**config.mk**
```make
export PLATFORM = sky130hd
export DESIGN_NAME = sa_input_requester
export DESIGN_NICKNAME = d
export VERILOG_FILES = /design/src/rtl/router_pkg.sv /design/src/rtl/sa_input_requester_credit_counter.sv /design/src/rtl/sa_input_requester.sv
export SDC_FILE = /design/constraint.sdc
export NUM_CORES = 1
export LEC_CHECK = 0
export CAP_MARGIN = 20
export CELL_PAD_IN_SITES_DETAIL_PLACEMENT = 1
export CELL_PAD_IN_SITES_GLOBAL_PLACEMENT = 1
export CORE_MARGIN = 1.5
export CORE_UTILIZATION = 41
export DETAILED_ROUTE_END_ITERATION = 8
export PLACE_DENSITY_LB_ADDON = 0.1
export SETUP_SLACK_MARGIN = 0.02
export SLEW_MARGIN = 10
export SYNTH_ARGS = -nofsm -noshare
export SYNTH_HDL_FRONTEND = slang
export SYNTH_SLANG_ARGS = --single-unit
```
**constraint.sdc**
```tcl
create_clock -name clk -period 5.4 [get_ports clk]
set_input_delay 1.08 -clock clk [delete_from_list [all_inputs] [get_ports clk]]
set_output_delay 1.08 -clock clk [all_outputs]
set_load 0.005 [all_outputs]
```
**src/rtl/router_pkg.sv**
```systemverilog
// Shared router types and default geometry for the switch-allocation input requester.
package router_pkg;

  localparam int unsigned DEF_NUM_VCS      = 4;
  localparam int unsigned DEF_NUM_OUTS     = 3;
  localparam int unsigned DEF_CREDIT_DEPTH = 4;

  // Index width that stays at least one bit for single-entry dimensions.
  function automatic int unsigned width_of(input int unsigned n);
    return (n <= 1) ? 1 : $clog2(n);
  endfunction

  localparam int unsigned OUT_W = width_of(DEF_NUM_OUTS);
  localparam int unsigned VC_W  = width_of(DEF_NUM_VCS);
  localparam int unsigned CRD_W = $clog2(DEF_CREDIT_DEPTH + 1);

  typedef enum logic {VC_IDLE, VC_ACTIVE} vc_state_t;

endpackage

```
**src/rtl/sa_input_requester_credit_counter.sv**
```systemverilog
// Downstream credit counter for one output port: starts full, saturates on return, never underflows.
module sa_credit_counter
  import router_pkg::*;
#(
  parameter  int unsigned DEPTH = DEF_CREDIT_DEPTH,
  localparam int unsigned W     = $clog2(DEPTH + 1)
) (
  input  logic clk,
  input  logic reset,
  input  logic inc,
  input  logic dec,
  output logic zero,
  output logic overflow
);

  localparam logic [W-1:0] FULL = W'(DEPTH);

  logic [W-1:0] count;

  assign zero     = (count == '0);
  assign overflow = inc & ~dec & (count == FULL);

  always_ff @(posedge clk or negedge reset) begin
    if (!reset) begin
      count <= FULL;
    end else if (inc & ~dec & ~overflow) begin
      count <= count + 1'b1;
    end else if (dec & ~inc & ~zero) begin
      count <= count - 1'b1;
    end
  end

endmodule

```
**src/rtl/sa_input_requester.sv**
```systemverilog
// Switch-allocation requester for one router input port: per-VC packet FSM, credit tracking,
// round-robin VC pick, same-cycle grant/pop and a registered switch-traversal command.
module sa_input_requester
  import router_pkg::*;
#(
  parameter  int unsigned NUM_VCS      = DEF_NUM_VCS,
  parameter  int unsigned NUM_OUTS     = DEF_NUM_OUTS,
  parameter  int unsigned CREDIT_DEPTH = DEF_CREDIT_DEPTH,
  localparam int unsigned OW           = width_of(NUM_OUTS),
  localparam int unsigned VW           = width_of(NUM_VCS)
) (
  input  logic                         clk,
  input  logic                         reset,
  input  logic [NUM_VCS-1:0]           vc_valid,
  input  logic [NUM_VCS-1:0]           vc_head,
  input  logic [NUM_VCS-1:0]           vc_tail,
  input  logic [NUM_VCS-1:0][OW-1:0]   vc_outport,
  input  logic [NUM_OUTS-1:0]          credit_return,
  output logic [NUM_OUTS-1:0]          sa_request,
  input  logic [NUM_OUTS-1:0]          sa_grant,
  output logic [NUM_VCS-1:0]           vc_pop,
  output logic                         st_valid,
  output logic [OW-1:0]                st_outport,
  output logic [VW-1:0]                st_vc,
  output logic                         err_protocol
);

  vc_state_t           state      [NUM_VCS];
  vc_state_t           state_next [NUM_VCS];
  logic [OW-1:0]       route_q    [NUM_VCS];
  logic [OW-1:0]       route_next [NUM_VCS];
  logic [OW-1:0]       route      [NUM_VCS];
  logic [NUM_VCS-1:0]  eligible;
  logic [NUM_VCS-1:0]  body_err;
  logic [NUM_OUTS-1:0] crd_zero;
  logic [NUM_OUTS-1:0] crd_dec;
  logic [NUM_OUTS-1:0] crd_ovf;
  logic [VW-1:0]       rr_ptr;
  logic [VW-1:0]       sel;
  logic                found;
  logic                grant;
  logic                stray;

  for (genvar o = 0; o < NUM_OUTS; o++) begin : g_credit
    sa_credit_counter #(.DEPTH(CREDIT_DEPTH)) u_counter (
      .clk      (clk),
      .reset    (reset),
      .inc      (credit_return[o]),
      .dec      (crd_dec[o]),
      .zero     (crd_zero[o]),
      .overflow (crd_ovf[o])
    );
  end

  // Out-of-range routes are treated as never eligible rather than indexing past the credit array.
  always_comb begin
    eligible = '0;
    body_err = '0;
    for (int unsigned v = 0; v < NUM_VCS; v++) begin
      route[v]    = (state[v] == VC_IDLE) ? vc_outport[v] : route_q[v];
      eligible[v] = reset & vc_valid[v] & (32'(route[v]) < NUM_OUTS) &&
                    !crd_zero[route[v]] && ((state[v] == VC_ACTIVE) || vc_head[v]);
      body_err[v] = vc_valid[v] & (state[v] == VC_IDLE) & ~vc_head[v];
    end
  end

  always_comb begin
    found = 1'b0;
    sel   = '0;
    for (int unsigned k = 0; k < NUM_VCS; k++) begin
      int unsigned idx;
      idx = (32'(rr_ptr) + k) % NUM_VCS;
      if (!found && eligible[idx]) begin
        found = 1'b1;
        sel   = VW'(idx);
      end
    end
    sa_request = '0;
    if (found) sa_request[route[sel]] = 1'b1;
    grant   = |(sa_grant & sa_request);
    stray   = |(sa_grant & ~sa_request);
    crd_dec = grant ? sa_request : '0;
    vc_pop  = '0;
    if (grant) vc_pop[sel] = 1'b1;
  end

  always_comb begin
    for (int unsigned v = 0; v < NUM_VCS; v++) begin
      state_next[v] = state[v];
      route_next[v] = route_q[v];
      if (vc_pop[v]) begin
        if (state[v] == VC_IDLE && vc_head[v] && !vc_tail[v]) begin
          state_next[v] = VC_ACTIVE;
          route_next[v] = vc_outport[v];
        end else if (state[v] == VC_ACTIVE && vc_tail[v]) begin
          state_next[v] = VC_IDLE;
        end
      end
    end
  end

  always_ff @(posedge clk or negedge reset) begin
    if (!reset) begin
      for (int unsigned v = 0; v < NUM_VCS; v++) begin
        state[v]   <= VC_IDLE;
        route_q[v] <= '0;
      end
    end else begin
      for (int unsigned v = 0; v < NUM_VCS; v++) begin
        state[v]   <= state_next[v];
        route_q[v] <= route_next[v];
      end
    end
  end

  always_ff @(posedge clk or negedge reset) begin
    if (!reset) begin
      rr_ptr       <= '0;
      st_valid     <= 1'b0;
      st_outport   <= '0;
      st_vc        <= '0;
      err_protocol <= 1'b0;
    end else begin
      st_valid     <= grant;
      err_protocol <= err_protocol | (|body_err) | stray | (|crd_ovf);
      if (grant) begin
        rr_ptr     <= (32'(sel) + 1 == NUM_VCS) ? '0 : sel + 1'b1;
        st_outport <= route[sel];
        st_vc      <= sel;
      end
    end
  end

endmodule

```
==> Yosys cells after proc, flatten, opt, wreduce, memory -nomap -nowiden <==
Cells that the tools add are included.
Widths: inputs -> output; s select.
{ "word_totals": {"ff_bits": 29, "in_bits": 28, "output_inout_bits": 13} }
{ "op_classes": {"n_addsub": 11, "order_cmp": 17, "eq_ne": 4, "n_mux": 53, "bitwise_logic": 58, "reduce_logical": 62} }
{ "op_table": {"columns": ["cell", "count"], "rows": [
  ["$and 1x1->1", 31],
  ["$lt 2x3->1 const B", 10],
  ["$logic_and 1x1->1", 25],
  ["$mux 3", 8],
  ["$mux 1", 22],
  ["$mux 2", 11],
  ["$not 1->1", 20],
  ["$bmux 1 s2", 8],
  ["$reduce_and 2->1", 8],
  ["$reduce_bool 2->1", 7],
  ["$eq 3x3->1 const B", 4],
  ["$logic_not 1->1", 11],
  ["$add 3x1->3 const B", 3],
  ["$logic_not 3->1", 3],
  ["$reduce_or 3->1", 3],
  ["$sub 3x1->3 const B", 3],
  ["$lt 2x2->1 const B", 4],
  ["$and 3x3->3", 2],
  ["$add 2x1->2 const B", 2],
  ["$add 2x2->2 const B", 2],
  ["$bmux 2 s2", 1],
  ["$demux 1 s2", 2],
  ["$ge 2x1->1 const B", 2],
  ["$logic_or 1x1->1", 4],
  ["7 further kinds", 9]
]} }

==> Depth between registers and ports, before layout <==
{ "logic_depth": {"word_depth": 36, "ltp_mapped": 16, "mapped_depth_nobuf": 14} }

==> Modules after synthesis <==
Synthesis repeated with hierarchy kept, for this count alone.
{ "unflattened": {"cells_unflattened": 229, "hier_area_um2": 2229.6} }
{ "modules_own_cells": {"columns": ["mod", "instances", "cells_per_inst", "area_per_inst_um2", "seq_area_each_um2"], "rows": [
  ["sa_input_requester", 1, 154, 1546.5, 500.5],
  ["sa_credit_counter", 3, 25, 227.7, 76.3]
]} }

==> Worst setup path after synthesis <==
Ideal clock, no wire load.
{ "synth_path": {"path_type": "in2out", "startpoint": "input port vc_outport[1] (netlist bit)", "endpoint": "output port vc_pop[0]", "arrival_ns": 3.947, "required_time_ns": 4.320, "setup_slack_ns": 0.373, "path_stages": 13, "path_cell_list": "mux2_4 > or4b_4 > or2_4 > a32oi_2 > nor3_2 > mux2_4 > o21a_4 > or2_0 > buf_6 > and3_1 > buf_6 > buf_8 > and2_1"} }
{ "synth_via": {"elab_chain_len": 30, "word_cells_on_any_way": 48} }
{ "synth_lines": {"columns": ["element", "line", "rtl"], "rows": [
  ["start, declared", "sa_input_requester.sv:17", "input logic [NUM_VCS-1:0][OW-1:0] vc_outport,"],
  ["$mux 2 *", "sa_input_requester.sv:60", "route[v] = (state[v] == VC_IDLE) ? vc_outport[v] : route_q[v];"],
  ["$bmux 1 s2", "sa_input_requester.sv:62", "!crd_zero[route[v]] && ((state[v] == VC_ACTIVE) || vc_head[v]);"],
  ["$mux 1 (not written as such)", "sa_input_requester.sv:62", null],
  ["$logic_not 1->1", "sa_input_requester.sv:62", null],
  ["$logic_and 1x1->1 *", "sa_input_requester.sv:61", "eligible[v] = reset & vc_valid[v] & (32'(route[v]) < NUM_OUTS) &&"],
  ["$logic_and 1x1->1 *", "sa_input_requester.sv:62", null],
  ["$bmux 1 s2", "sa_input_requester.sv:73", "if (!found && eligible[idx]) begin"],
  ["$mux 1 (not written as such)", "sa_input_requester.sv:73", null],
  ["[... 10 more ...]", null, null],
  ["net sel[0]", "sa_input_requester.sv:39", "logic [VW-1:0] sel;"],
  ["[... 5 more ...]", null, null],
  ["$logic_and 1x1->1 (not written as such)", "sa_input_requester.sv:79", "if (found) sa_request[route[sel]] = 1'b1;"],
  ["$mux 1 (not written as such)", "sa_input_requester.sv:79", null],
  ["$demux 1 s2 *", "sa_input_requester.sv:79", null],
  ["$mux 3 *", "sa_input_requester.sv:79", null],
  ["$and 3x3->3 *", "sa_input_requester.sv:80", "grant = |(sa_grant & sa_request);"],
  ["$reduce_or 3->1 *", "sa_input_requester.sv:80", null],
  ["net grant", "sa_input_requester.sv:41", "logic grant;"],
  ["$mux 4 *", "sa_input_requester.sv:84", "if (grant) vc_pop[sel] = 1'b1;"],
  ["end, declared", "sa_input_requester.sv:21", "output logic [NUM_VCS-1:0] vc_pop,"]
]} }
Mark *: on every way through the listed nets, which the timed path passes. The rest lies on a longest branch. The select of a mux whose other input is x is not followed.

==> Final worst setup path <==
{ "layout_path": {"startpoint": "input port vc_outport[1] (netlist bit)", "endpoint": "output port vc_pop[0]"} }
{ "layout_via": {"elab_chain_len": 30, "word_cells_on_any_way": 48} }
{ "layout_lines": {"columns": ["element", "line"], "rows": [
  ["$mux 2 *", "sa_input_requester.sv:60"],
  ["$bmux 1 s2", "sa_input_requester.sv:62"],
  ["$mux 1 (not written as such)", "sa_input_requester.sv:62"],
  ["$logic_not 1->1", "sa_input_requester.sv:62"],
  ["$logic_and 1x1->1 *", "sa_input_requester.sv:61"],
  ["$logic_and 1x1->1 *", "sa_input_requester.sv:62"],
  ["$bmux 1 s2", "sa_input_requester.sv:73"],
  ["$mux 1 (not written as such)", "sa_input_requester.sv:73"],
  ["[... 10 more ...]", null],
  ["net sel[0]", "sa_input_requester.sv:39"],
  ["[... 4 more ...]", null],
  ["$lt 2x3->1 (not written as such) or $ge 2x1->1 (tied branches)", "sa_input_requester.sv:79"],
  ["$logic_and 1x1->1 (not written as such)", "sa_input_requester.sv:79"],
  ["$mux 1 (not written as such)", "sa_input_requester.sv:79"],
  ["$demux 1 s2", "sa_input_requester.sv:79"],
  ["$mux 3", "sa_input_requester.sv:79"],
  ["$and 3x3->3", "sa_input_requester.sv:80"],
  ["$reduce_or 3->1", "sa_input_requester.sv:80"],
  ["$mux 4 *", "sa_input_requester.sv:84"]
]} }
Marked as above.

==> flow_summary.html <==
<table>
<tr><th>Metric</th><th>Value</th></tr>
<tr><th colspan="2">Status</th></tr>
<tr><td>Result of the run</td><td>finished clean</td></tr>
<tr><th colspan="2">Routing</th></tr>
<tr><td>Number of nets with antenna violations after detailed routing</td><td>0</td></tr>
<tr><td>Vias per inst</td><td>5.920</td></tr>
<tr><td>Routed wire length</td><td>8394 microns</td></tr>
<tr><td>Initial detailed-routing violation count</td><td>114</td></tr>
<tr><td>Detailed-router iteration count before antenna repair</td><td>4</td></tr>
<tr><td>Drc violations</td><td>0</td></tr>
<tr><td>Detailed-route wire length per cell</td><td>21.04 microns</td></tr>
<tr><td>Total vias in the final route</td><td>2,362</td></tr>
<tr><th colspan="2">Die</th></tr>
<tr><td>Die Span Y</td><td>79.55 microns</td></tr>
<tr><td>Core region area</td><td>0.005574 sq mm</td></tr>
<tr><td>DIE WIDTH</td><td>79.55 microns</td></tr>
<tr><td>Starting density of the core</td><td>0.4310</td></tr>
<tr><td>Std-Cell Rows</td><td>27</td></tr>
<tr><td>Number of primary I/O pins</td><td>41</td></tr>
<tr><td>Die ar.</td><td>0.006327 sq mm</td></tr>
<tr><th colspan="2">Worst setup path</th></tr>
<tr><td>Critical path, cell by cell</td><td>dlygate4sd2_1 -&gt; mux2_4 -&gt; or4b_4 -&gt; or2_4 -&gt; a32oi_4 -&gt; nor3_4 -&gt; mux2_4 -&gt; o21a_4 -&gt; or2_4 -&gt; and3_4 -&gt; buf_4 -&gt; and2_1 -&gt; clkdlybuf4s15_1</td></tr>
<tr><td>Buffers &amp; Inverters on Critical Path</td><td>3</td></tr>
<tr><td>Slowest stage delay, CP</td><td>0.51 ns</td></tr>
<tr><td>Sort of element at the end of the critical path</td><td>primary output</td></tr>
<tr><td>Crit path max-delay cell type</td><td>sky130_fd_sc_hd__or4b_4</td></tr>
<tr><td>Startpoint-to-endpoint class of the critical path</td><td>primary input to primary output</td></tr>
<tr><td>Data arrival time of the critical path</td><td>4.24 ns</td></tr>
<tr><td>CP Launch Type</td><td>primary input</td></tr>
<tr><td>Top cell family by delay on the critical path</td><td>simple AND/OR/NAND/NOR gates</td></tr>
<tr><td>Required time of the worst setup path</td><td>4.32 ns</td></tr>
<tr><td>CP max FO</td><td>4</td></tr>
<tr><th colspan="2">Clocking</th></tr>
<tr><td>Clock slew seen by the registers of the worst setup and hold paths</td><td>0.06 ns</td></tr>
<tr><td>H-tree levels</td><td>2</td></tr>
<tr><td>Source-to-sink clock delay at the later pin of the worst-skew pair</td><td>0.29 ns</td></tr>
<tr><td>Buffer levels on the longest clock path</td><td>2</td></tr>
<tr><td>Number of clock sinks</td><td>29</td></tr>
<tr><td>TritonCTS clock tree</td><td>done</td></tr>
<tr><td>Hold bufs inserted after CTS</td><td>0</td></tr>
<tr><td>Master cell of the clock root buffer</td><td>sky130_fd_sc_hd__clkbuf_8</td></tr>
<tr><td>Number of buffers created by CTS</td><td>5</td></tr>
<tr><th colspan="2">Cells and area</th></tr>
<tr><td>Design Area, Final</td><td>0.003462 sq mm</td></tr>
<tr><td>Antenna cell count</td><td>0</td></tr>
<tr><td>Fin cells</td><td>399</td></tr>
<tr><td>Footprint of the flip-flops and latches</td><td>729.5 sq um</td></tr>
<tr><td>Number of inserted filler cells in the final layout</td><td>623</td></tr>
<tr><td>Final net count</td><td>362</td></tr>
<tr><td>Area Overhead vs Synth</td><td>44.11%</td></tr>
<tr><td>Final core area utilization</td><td>0.6211</td></tr>
<tr><td>Area used by multi-input combinational logic</td><td>0.001738 sq mm</td></tr>
<tr><td>Fraction of final layout cells sized beyond drive strength 1</td><td>0.3456</td></tr>
<tr><th colspan="2">Worst hold path</th></tr>
<tr><td>Worst hold path class</td><td>flip-flop to flip-flop</td></tr>
<tr><th colspan="2">Synth</th></tr>
<tr><td>Fraction of the mapped netlist area in adder cells</td><td>0.05104</td></tr>
<tr><td>Per-instance average area after synthesis</td><td>10.01 sq um</td></tr>
<tr><td>Number of warnings printed during yosys synthesis</td><td>0</td></tr>
<tr><td>Most instantiated library cell after synthesis</td><td>sky130_fd_sc_hd__dfrtp_1</td></tr>
<tr><td>Leading cell types by count after synthesis</td><td>sky130_fd_sc_hd__dfrtp_1 (26), sky130_fd_sc_hd__nor2_1 (15), sky130_fd_sc_hd__inv_1 (14)</td></tr>
<tr><td>Combined area of all synthesized cells</td><td>0.002402 sq mm</td></tr>
<tr><td>Post-synth EDFFs</td><td>0</td></tr>
<tr><td>Synth Area in XOR/XNOR</td><td>0.01823</td></tr>
<tr><td>Number of instances in the synthesized netlist</td><td>240</td></tr>
<tr><td>Unique masters post-synth</td><td>66</td></tr>
<tr><td>Simple logic cell fraction of the synthesized area</td><td>0.2120</td></tr>
<tr><td>Area share of the largest cell type after synthesis</td><td>0.2708</td></tr>
<tr><td>Net count after synthesis</td><td>276</td></tr>
<tr><td>Share of synthesized area spent on multiplexers</td><td>0.1542</td></tr>
<tr><td>Compound-Gate Fraction of Synth Area</td><td>0.2120</td></tr>
<tr><td>Leading area contributor after synthesis</td><td>sky130_fd_sc_hd__dfrtp_1</td></tr>
<tr><td>Leading register cell type out of synthesis</td><td>sky130_fd_sc_hd__dfrtp_1</td></tr>
<tr><td>Synthesized flop and latch total</td><td>29</td></tr>
<tr><td>Proportion of synthesized chip area in sequential cells</td><td>0.3036</td></tr>
<tr><td>Share of synthesized flip-flops with an asynchronous set or reset</td><td>1.000</td></tr>
<tr><td>Combinational family with the most area after synthesis</td><td>compound AO/OA/AOI/OAI gates</td></tr>
<tr><td>Leading cell types by total area after synthesis</td><td>sky130_fd_sc_hd__dfrtp_1 (27%), sky130_fd_sc_hd__mux2_2 (5.6%), sky130_fd_sc_hd__mux2i_1 (4.2%)</td></tr>
<tr><th colspan="2">Timing</th></tr>
<tr><td>Tightest Pin Transition</td><td>0.8194 ns</td></tr>
<tr><td>Headroom to the max-slew limit</td><td>0.4495</td></tr>
<tr><td>Unrepaired setup endpoints after global routing</td><td>yes</td></tr>
<tr><td>Post-layout minimum cycle time</td><td>5.320 ns</td></tr>
<tr><td>Clock Skew</td><td>0.005131 ns</td></tr>
<tr><td>Final TNS setup</td><td>0 ns</td></tr>
<tr><td>Fin crit share</td><td>0.9852</td></tr>
<tr><td>Final setup violation count</td><td>0</td></tr>
<tr><td>Total count of hold-check failures in the final report</td><td>0</td></tr>
<tr><td>Fmax</td><td>188.0 MHz</td></tr>
<tr><td>Smallest hold slack</td><td>0.5201 ns</td></tr>
<tr><td>Slew Viols, Final</td><td>0</td></tr>
<tr><th colspan="2">Global routing</th></tr>
<tr><td>Gr ovfl total</td><td>0</td></tr>
<tr><td>Vias in the first global route</td><td>2,493</td></tr>
<tr><td>Initial antenna violation count</td><td>0</td></tr>
<tr><td>Pin count of the biggest net entering global routing</td><td>18</td></tr>
<tr><td>Global router's overall resource usage</td><td>0.2577</td></tr>
<tr><td>Global-route wire length before repair</td><td>12,390 microns</td></tr>
<tr><th colspan="2">Flow run</th></tr>
<tr><td>Max-cap violations</td><td>0</td></tr>
<tr><th colspan="2">Pwr</th></tr>
<tr><td>Maximum ir drop on the vdd rail</td><td>0.0002365 V</td></tr>
<tr><td>Cell leakage power</td><td>1.501 nW</td></tr>
<tr><td>Total power density per cell area</td><td>534.3 mW/mm^2</td></tr>
<tr><th colspan="2">Place</th></tr>
<tr><td>Gp weighted congestion</td><td>0.9189</td></tr>
<tr><td>Cell count after placement</td><td>383</td></tr>
<tr><td>IO Port Bufs</td><td>40</td></tr>
<tr><td>Post-DP Area</td><td>0.003136 sq mm</td></tr>
<tr><td>HPWL Detailed</td><td>5575 microns</td></tr>
</table>
-- area by class of cell --
| class | count | area share |
|---|---|---|
| flip-flops and latches | 29 | 0.2107 |
| inverters | 14 | 0.01518 |
| well taps | 72 | 0.02602 |
| repair buffers | 89 | 0.2230 |
| multi-input cells | 187 | 0.5020 |
| clock buffers | 8 | 0.02313 |
-- routing by layer --
metal / GRT usage / part of all wire / vias up
li1: - / - / 1091
met1: 0.3117 / 0.43 / 1209
met2: 0.4568 / 0.52 / 47
met3: 0.03657 / 0.032 / 15
met4: 0.1018 / 0.021 / 0
met5: 0 / 0 / -
-- placed cells by master (no fill, tap or decap), drive strengths merged, types with 6 or more instances in the layout --
master	count
and3	9
clkdlybuf4s50	30
nand3	8
nand2	11
nor3	6
buf	49
mux2i	10
a31oi	11
and2	7
mux2	18
o21ai	10
nor2	15
clkbuf	8
inv	14
dfrtp	26
nand4	6
-- where the power goes --
group          leakage [nW]  switching, mW  internal, mW  total [mW]
combinational          1.10          0.585         0.634        1.22
sequential            0.357          0.132         0.315       0.446
clock                0.0395         0.0933        0.0916       0.185
-- worst reg2reg max path, stage by stage, from the launching register on --
cell and delay (ns):
sky130_fd_sc_hd__dfrtp_1 0.48, sky130_fd_sc_hd__nor3_1 0.72, sky130_fd_sc_hd__or4b_4 0.30, sky130_fd_sc_hd__buf_4 0.11
sky130_fd_sc_hd__o22ai_2 0.08, sky130_fd_sc_hd__o21a_2 0.26, sky130_fd_sc_hd__nor3_4 0.23, sky130_fd_sc_hd__mux2_4 0.34
sky130_fd_sc_hd__buf_4 0.14, sky130_fd_sc_hd__buf_4 0.12, sky130_fd_sc_hd__a21oi_1 0.19, sky130_fd_sc_hd__buf_4 0.18
sky130_fd_sc_hd__o211ai_1 0.11, sky130_fd_sc_hd__fa_1 0.40, sky130_fd_sc_hd__or2_2 0.31, sky130_fd_sc_hd__mux4_2 0.46
-- kinds of logic (layout without fill, tap and decap cells) --
| logic type | Yosys count | count (layout) |
|---|---|---|
| AND/OR/NAND/NOR | 86 | 86 |
| XOR/XNOR | 5 | 5 |
| multiplexers | 30 | 30 |
| flip-flops | 29 | 29 |
| buffers and inverters | 24 | 111 |
| adder cells (fa/ha/maj) | 8 | 8 |
| AO/OA/AOI/OAI | 58 | 58 |
-- flip-flops by register name, summed over array words and instances (netlist names) --
| name | cells |
|---|---|
| state | 4 |
| st_outport | 2 |
| route_q | 8 |
| err_protocol | 1 |
| st_vc | 2 |
| st_valid | 1 |
| rr_ptr | 2 |
| g_credit.u_counter.count | 9 |
-- per-stage QoR --
| step | power (mW) | setup WS, ns |
|---|---|---|
| floorplan | 1.057 | 0.3731 |
| global placement | 1.443 | -0.2798 |
| detailed placement | 1.485 | -0.3314 |
| CTS | 1.732 | 0.04172 |
| global route | 1.968 | -0.01989 |
| finish | 1.850 | 0.07972 |
-- worst paths after layout --
check	startpoint	end	slack (ns)	depth (start not counted)
hold reg to reg	st_outport[1]$_DFFE_PN0N_	st_outport[1]$_DFFE_PN0N_	0.52	2
setup reg to reg	g_credit[1].u_counter.count[1]$_DFFE_PN0P_	g_credit[2].u_counter.count[2]$_DFFE_PN1P_	0.89	15
setup / recovery	vc_outport[1]	vc_pop[0]	0.08	13
hold / removal	st_outport[1]$_DFFE_PN0N_	st_outport[1]$_DFFE_PN0N_	0.52	2
max in group asynchronous	reset	g_credit[2].u_counter.count[2]$_DFFE_PN1P_	4.06	3
min in group asynchronous	reset	state[3]$_DFFE_PN0P_	1.04	3
-- what timing repair did --
item	4_1_cts	5_1_grt
pin swaps	9	11
cloned	0	0
gates resized for setup	24	24
setup endpoints to repair	4	5
setup buffers	3	5
(Power assumes the default switching activity.)
